<file path="src/rtl/guarded_counter_supervisor.sv">
// guarded_counter_supervisor
//   Sequences one guarded counter: holds its reset low for RST_CYCLES, checks
//   that it comes out of reset at zero, then checks every cycle that the count
//   steps by exactly one and that its guard parity bits match the count.
//   On an error it pulses fault, re-primes the counter up to MAX_RETRY times,
//   then locks out until clear.
//
// Ports
//   clk, rstn        clock (rising edge), asynchronous active-low reset
//   start            begin supervision (sampled in IDLE only)
//   stop             RUN -> IDLE (ignored elsewhere)
//   clear            IDLE/LOCK: zero err_count, LOCK -> IDLE; wins over start
//   cnt_in/guard_in  counter value and its guard bits
//   cnt_rstn         active-low reset to the counter
//   busy             high in PRIME, SETTLE, RUN, FAULT
//   fault            one-cycle pulse per detected error
//   locked           high in LOCK
//   err_count        saturating error total
//
// Optional feature: define GUARD_SUP_SNAPSHOT_EN to add snap_cnt/snap_guard,
//   which capture cnt_in/guard_in on each detected error.
module guarded_counter_supervisor #(
  parameter int WIDTH      = 8,
  parameter int GUARD_BITS = 2,
  parameter int MAX_RETRY  = 2,
  parameter int RST_CYCLES = 2
) (
  input  logic                  clk,
  input  logic                  rstn,
  input  logic                  start,
  input  logic                  stop,
  input  logic                  clear,
  input  logic [WIDTH-1:0]      cnt_in,
  input  logic [GUARD_BITS-1:0] guard_in,
  output logic                  cnt_rstn,
  output logic                  busy,
  output logic                  fault,
  output logic                  locked,
  output logic [7:0]            err_count
`ifdef GUARD_SUP_SNAPSHOT_EN
  ,
  output logic [WIDTH-1:0]      snap_cnt,
  output logic [GUARD_BITS-1:0] snap_guard
`endif
);

  typedef enum logic [2:0] {
    S_IDLE, S_PRIME, S_SETTLE, S_RUN, S_FAULT, S_LOCK
  } state_e;

  localparam logic [3:0] RST_LAST  = 4'(RST_CYCLES - 1);
  localparam logic [3:0] RETRY_MAX = 4'(MAX_RETRY);

  state_e          state_q, state_d;
  logic [3:0]      retry_q, retry_d;
  logic [3:0]      pcnt_q, pcnt_d;
  logic [WIDTH-1:0] prev_q, prev_d;
  logic [7:0]      err_q, err_d;
  logic            cnt_rstn_q, cnt_rstn_d;
  logic            busy_q, busy_d;
  logic            fault_q, fault_d;
  logic            locked_q, locked_d;
`ifdef GUARD_SUP_SNAPSHOT_EN
  logic [WIDTH-1:0]      snap_cnt_q, snap_cnt_d;
  logic [GUARD_BITS-1:0] snap_guard_q, snap_guard_d;
`endif

  // Expected guard: bit g is the XOR of every count bit whose index is g mod GUARD_BITS.
  logic [GUARD_BITS-1:0] exp_guard;
  for (genvar g = 0; g < GUARD_BITS; g++) begin : g_guard
    logic [WIDTH-1:0] mask;
    always_comb begin
      mask = '0;
      for (int i = g; i < WIDTH; i += GUARD_BITS) mask[i] = 1'b1;
    end
    assign exp_guard[g] = ^(cnt_in & mask);
  end

  // SETTLE expects a freshly reset counter; RUN expects prev+1 (wraps naturally).
  logic [WIDTH-1:0] exp_cnt;
  logic             chk_err;
  assign exp_cnt = (state_q == S_SETTLE) ? '0 : prev_q + 1'b1;
  assign chk_err = (exp_guard != guard_in) || (cnt_in != exp_cnt);

  always_comb begin
    state_d = state_q;
    retry_d = retry_q;
    pcnt_d  = pcnt_q;
    prev_d  = prev_q;
    err_d   = err_q;
`ifdef GUARD_SUP_SNAPSHOT_EN
    snap_cnt_d   = snap_cnt_q;
    snap_guard_d = snap_guard_q;
`endif
    case (state_q)
      S_IDLE: begin
        if (clear) begin
          err_d = '0;
`ifdef GUARD_SUP_SNAPSHOT_EN
          snap_cnt_d   = '0;
          snap_guard_d = '0;
`endif
        end else if (start) begin
          state_d = S_PRIME;
          retry_d = '0;
          pcnt_d  = '0;
        end
      end
      S_PRIME: begin
        if (pcnt_q == RST_LAST) state_d = S_SETTLE;
        else                    pcnt_d  = pcnt_q + 4'd1;
      end
      S_SETTLE, S_RUN: begin
        // An error always wins over stop on the same cycle.
        if (chk_err) begin
          state_d = S_FAULT;
          if (err_q != 8'hFF) err_d = err_q + 8'd1;
`ifdef GUARD_SUP_SNAPSHOT_EN
          snap_cnt_d   = cnt_in;
          snap_guard_d = guard_in;
`endif
        end else begin
          prev_d = cnt_in;
          if (state_q == S_SETTLE) state_d = S_RUN;
          else if (stop)           state_d = S_IDLE;
        end
      end
      S_FAULT: begin
        if (retry_q < RETRY_MAX) begin
          retry_d = retry_q + 4'd1;
          pcnt_d  = '0;
          state_d = S_PRIME;
        end else begin
          state_d = S_LOCK;
        end
      end
      S_LOCK: begin
        if (clear) begin
          state_d = S_IDLE;
          err_d   = '0;
`ifdef GUARD_SUP_SNAPSHOT_EN
          snap_cnt_d   = '0;
          snap_guard_d = '0;
`endif
        end
      end
      default: state_d = S_IDLE;
    endcase

    // Outputs are registered as a decode of the next state, so they line up
    // with the state register.
    cnt_rstn_d = !(state_d inside {S_IDLE, S_PRIME, S_LOCK});
    busy_d     = state_d inside {S_PRIME, S_SETTLE, S_RUN, S_FAULT};
    fault_d    = (state_d == S_FAULT);
    locked_d   = (state_d == S_LOCK);
  end

  always_ff @(posedge clk or negedge rstn) begin
    if (!rstn) begin
      state_q    <= S_IDLE;
      retry_q    <= '0;
      pcnt_q     <= '0;
      prev_q     <= '0;
      err_q      <= '0;
      cnt_rstn_q <= 1'b0;
      busy_q     <= 1'b0;
      fault_q    <= 1'b0;
      locked_q   <= 1'b0;
`ifdef GUARD_SUP_SNAPSHOT_EN
      snap_cnt_q   <= '0;
      snap_guard_q <= '0;
`endif
    end else begin
      state_q    <= state_d;
      retry_q    <= retry_d;
      pcnt_q     <= pcnt_d;
      prev_q     <= prev_d;
      err_q      <= err_d;
      cnt_rstn_q <= cnt_rstn_d;
      busy_q     <= busy_d;
      fault_q    <= fault_d;
      locked_q   <= locked_d;
`ifdef GUARD_SUP_SNAPSHOT_EN
      snap_cnt_q   <= snap_cnt_d;
      snap_guard_q <= snap_guard_d;
`endif
    end
  end

  assign cnt_rstn  = cnt_rstn_q;
  assign busy      = busy_q;
  assign fault     = fault_q;
  assign locked    = locked_q;
  assign err_count = err_q;
`ifdef GUARD_SUP_SNAPSHOT_EN
  assign snap_cnt   = snap_cnt_q;
  assign snap_guard = snap_guard_q;
`endif

endmodule

</file>
<file path="config.mk">
export PLATFORM = sky130hd
export DESIGN_NAME = guarded_counter_supervisor
export DESIGN_NICKNAME = d
export VERILOG_FILES = /design/src/rtl/guarded_counter_supervisor.sv
export SDC_FILE = /design/constraint.sdc
export NUM_CORES = 1
export LEC_CHECK = 0
export ABC_AREA = 1
export CAP_MARGIN = 20
export CORE_UTILIZATION = 50
export CTS_BUF_LIST = sky130_fd_sc_hd__clkbuf_8
export DETAILED_ROUTE_END_ITERATION = 7
export PLACE_DENSITY = 0.83
export SYNTH_ARGS = -nofsm -noshare
export SYNTH_HDL_FRONTEND = slang
export SYNTH_SLANG_ARGS = --single-unit
</file>
<file path="constraint.sdc">
create_clock -name clk -period 2.2 [get_ports clk]
set_clock_uncertainty 0.1 [all_clocks]
set_input_delay 0.33 -clock clk [delete_from_list [all_inputs] [get_ports clk]]
set_output_delay 0.33 -clock clk [all_outputs]
set_load 0.01 [all_outputs]
</file>
# [Yosys cells after proc, flatten, opt, wreduce, memory -nomap -nowiden]
# Index checks and enable logic that the tools add are counted.
[op_classes] n_mux=21 addsub=4 eq_ne=21 reduce_logical=17 bitwise_logic=1 n_lt_le_gt_ge=1 div=0 n_mul=0 shift=0
[ops] cell="$mux 8" count=4
[ops] cell="$mux 3" count=8
[ops] cell="$mux 4" count=5
[ops] cell="$add 8x1->8 const B" count=2
[ops] cell="$pmux 8 s2" count=1
[ops] cell="$reduce_xor 8->1" count=2
[ops] cell="$pmux 3 s5" count=1
[ops] cell="$eq 3x2->1 const B" count=4
[ops] cell="$eq 3x3->1 const B" count=4
[ops] cell="$ne 2x2->1 const B" count=6
[ops] cell="$pmux 4 s3" count=1
[ops] cell="$add 4x1->4 const B" count=2
[ops] cell="$ne 8x8->1" count=1
[ops] cell="$ne 8x8->1 const B" count=1
[ops] cell="$pmux 4 s2" count=1
[ops] cell="$reduce_and 4->1" count=2
[ops] cell="$eq 3x1->1 const B" count=2
[ops] cell="$logic_not 3->1" count=2
[ops] cell="$reduce_bool 3->1" count=2
[ops] cell="$reduce_and 5->1" count=1
[ops] cell="$eq 4x1->1 const B" count=1
[ops] cell="$lt 4x2->1 const B" count=1
[ops] cell="$reduce_bool 2->1" count=2
[ops] cell="$reduce_bool 4->1" count=1
[ops] cell="other kinds (7)" count=8
[word_totals] memories=0 wordCells=74 ramBits=0 ff_bits=31 latch_bits=0 mem_bits_ro=0

# [Logic depth before layout (Yosys ltp)]
[depth] depth_word=9 mapped_depth=17 ltp_nobuf=17

# [Least setup slack after synthesis]
# OpenSTA, ideal clock, no wires.
[synth_path] path_kind="register to register" startpoint="register prev_q[0]" endpoint="register err_q[7], in the netlist err_count[7]" slack_ps=217 setup_ps=119 n_path_buf=0 required_ps=1981 arrival_time_ps=1764 path_stages_with_launch=18 cell_sequence="dfrtp_1 -> ha_1 -> nand2_1 -> inv_1 -> nor2_1 -> nand2_1 -> nand2_1 -> nand2_1 -> nor2_1 -> nand2_1 -> nor2_1 -> nand3_2 -> nor2_4 -> nand2_4 -> nand2_4 -> inv_4 -> nand2_1 -> o21ai_2"
[synth_between] elab_chain_cells=6
[synth_lines] element="start, declared" line="57" source="logic [WIDTH-1:0] prev_q, prev_d;"
[synth_lines] element="start signal, assigned" line="177" source="prev_q <= prev_d;"
[synth_lines] element="$add 8x1->8" line="82" source="assign exp_cnt = (state_q == S_SETTLE) ? '0 : prev_q + 1'b1;"
[synth_lines] element="$mux 8" line="82"
[synth_lines] element="$ne 8x8->1" line="83" source="assign chk_err = (exp_guard != guard_in) || (cnt_in != exp_cnt);"
[synth_lines] element="$logic_or 1x1->1" line="83"
[synth_lines] element="$ne 2x2->1 (no source line)"
[synth_lines] element="$reduce_and 4->1 (no source line)"
[synth_lines] element="end signal, assigned" line="178" source="err_q <= err_d;"
[synth_lines] element="end, declared" line="58" source="logic [7:0] err_q, err_d;"
# No other way between the ends.
# A chain may end at the register's enable or synchronous reset.

# [Worst setup path after layout]
[layout_path] startpoint="register prev_q[1]" endpoint="register err_q[1], in the netlist err_count[1]"
# Same word-level chain as after synthesis.

==> results.txt <==
Status - completed
CP arrival - 2.19 ns
Synth cell types - 29
Avg Synthesized Cell Area - 7.26 sq um
Critical Path Start Type - flip-flop
Layout area overhead - 30.6%
GR Layer Usage met2 - 0.411
DR vias/cell - 5.15
First-pass GRT wire length - 7.63 mm
Top post-synthesis cells by area - dfrtp_1 38%, nand2_1 15%, inv_1 7.6%, nor2_1 5.7%, o21ai_2 5.6%
GRT met1 Usage - 0.258
Final global-route overflow total - 0
Latest clock arrival within the worst-skew pair - 0.28 ns
Gr usage total - 0.231
Post-Syn Instances - 279
Top cell type's share of synthesized area - 0.383
Most frequent cells in the layout - 70 x nand2_1, 42 x inv_1, 31 x dfrtp_1
Final Wtd Congestion - 0.861
Reg clk slew, reported paths - 0.07 ns
I/O pins - 27
Initial antenna violation count - 0
FF+latch count, synth - 31
CTS buffer count - 5
Leakage power - 1.32 nW
Fin. Hold Viols - 0
Vias in the first global route - 1945
Final WL - 4.63 mm
Slew Viols, Final - 0
Sequential power share - 0.340
# H-tree levels - 2
Most common cell after layout, fill and taps aside - nand2_1
Final setup fails - 0
Relative slew slack - 0.646
DP HPWL - 3.34 mm
Vias - 1953
Drt first pass iters - 4
Worst-margin pin slew - 0.530 ns
Switching Fraction - 0.426
EDFF count, synth - 0
Final Cycle Share - 0.961
Clk pwr share - 0.175
Gr busiest metal - met2
Post-route ant nets - 0
Clock sinks - 31
Post-Syn Area - 2030 sq um
Logic pwr share - 0.485
Final #Nets - 350
Async S/R FF share, synth - 1.00
PwrDens - 909 nW/um^2
Die ar. - 4310 sq um
Core ar. - 3770 sq um
Final setup TNS - 0 ns
Port bufs - 26
Initial Util - 0.537
Share of layout cells above drive strength 1 - 0.218
Met3 Use GR - 0.0573
IR drop worst, VDD - 0.000830 V
Maxcap violations - 0
Initial DRC Count - 121
# rows - 22
Final Total Pwr - 2.41 mW
Routed wire length per instance - 12.2 microns
Crit path max fanout - 3
CTS tree - yes
Int Power - 1.38 mW
RSZ-0062 raised after global routing - yes
Max Clk Rate - 473 MHz
Post-route DRC - 0
Root buffer cell - clkbuf_8
CP Class - reg2reg
Worst slack at placement - -0.132 ns
Hold Path Class - in2async
Primary FF master, synth - dfrtp_1
CP Capture Type - flip-flop
Yosys synthesis warning count - 0
Worst Slack Setup Final - 0.0850 ns
# diodes - 0
Die H - 65.7 microns
Seq/Total Area, Yosys - 0.383
Req. time, crit path - 2.27 ns
Top cell type by total area after synthesis - dfrtp_1
NetSw - 1.03 mW
Syn_nets - 299
Die W - 65.7 microns
Largest net degree at the start of global routing - 32
Final Critical Period - 2.12 ns
Clk buf depth - 2
[final timing paths]
check                                       start                        to  slack [ns]  cells past startpoint
min reg2reg                retry_q[0]$_DFFE_PN0P_    retry_q[0]$_DFFE_PN0P_        0.40                      1
min in group clk           retry_q[0]$_DFFE_PN0P_    retry_q[0]$_DFFE_PN0P_        0.40                      1
max                         prev_q[1]$_DFFE_PN0P_  err_count[1]$_DFFE_PN0P_        0.08                     16
min                                          rstn    retry_q[3]$_DFFE_PN0P_        0.33                      2
max reg2reg                 prev_q[1]$_DFFE_PN0P_  err_count[1]$_DFFE_PN0P_        0.08                     16
max in group asynchronous                    rstn     prev_q[0]$_DFFE_PN0P_        1.39                      2
[per-layer routing]
metal / vias to the layer above / wire, microns
met2: 44 / 2360
met5: - / 0
met4: 0 / 74
met3: 9 / 167
met1: 905 / 2030
li1: 995 / -
[stage by stage]
step	hold slack (ns)	instance area, sq um	std cells	utilization
after floorplan	-0.0656	2030	279	-
after global placement	0.369	2480	370	0.657
final	0.332	2650	379	0.702
after global routing	0.377	2650	379	0.702
after CTS	0.345	2580	379	0.685
after detailed placement	0.382	2480	370	0.657
[final cells by class]
type	instances	area [sq um]
Timing Repair Buffer	46	435
Tap cell	48	60.1
Fill cell	291	1120
Clock inverter	3	12.5
Inverter	45	171
Clock buffer	5	68.8
Multi-Input combinational cell	201	1120
Sequential cell	31	776
[flip-flops by register name (all words and copies together) (netlist names)]
signal,count
state_q,3
err_count,8
fault,1
prev_q,8
retry_q,4
pcnt_q,4
busy,1
locked,1
cnt_rstn,1
[logic make-up (layout without fill, tap and decap cells)]
| group | Yosys count | after routing | share of synthesized area |
|---|---|---|---|
| AO/OA/AOI/OAI | 34 | 34 | 0.118 |
| XOR/XNOR | 6 | 6 | 0.0259 |
| adder cells (fa/ha/maj) | 5 | 5 | 0.0309 |
| buffers and inverters | 47 | 99 | 0.0957 |
| flip-flops | 31 | 31 | 0.383 |
| AND/OR/NAND/NOR | 156 | 156 | 0.347 |
[synth_stat cells (2+ instances only)]
master / count
nand3_1: 21
nand3_2: 2
dfrtp_1: 31
o21ai_2: 13
nor3_1: 5
nand2_1: 80
nand2_4: 2
nand3b_1: 2
ha_1: 5
o21ai_0: 7
nor2_1: 31
buf_6: 2
o21ai_1: 2
xor2_1: 5
nand4_1: 9
o31ai_1: 2
a21oi_1: 6
inv_2: 3
inv_1: 41
[worst max-delay path: stages, from the launching register on]
cell,delay [ns]
dfrtp_1,0.39
ha_2,0.21
nand2_4,0.08
inv_2,0.04
nor2_2,0.09
nand2_1,0.06
nand2_1,0.06
nand2_1,0.05
nor2_2,0.12
nand2_1,0.07
nor2_2,0.09
nand3_2,0.11
nor2_4,0.15
nand2_4,0.09
buf_4,0.14
nand4_1,0.09
o21ai_2,0.07
[power groups by stage]
stage	registers (mW)	clock network [mW]	logic, mW
after floorplan	0.824	0	0.687
after global placement	0.819	0	1.01
after detailed placement	0.820	0	1.06
after CTS	0.814	0.428	1.13
after global routing	0.832	0.452	1.30
final	0.819	0.421	1.17
[repair_timing]
item | in CTS | in global routing
hold buffers | 0 | 0
gates resized for setup | 1 | 24
hold endpoints to repair | 0 | 0
endpoints found under the setup margin | 1 | 20
buffers inserted | 1 | 0
pin swaps | 1 | 4
No activity file was read; power rests on OpenSTA's default activity.
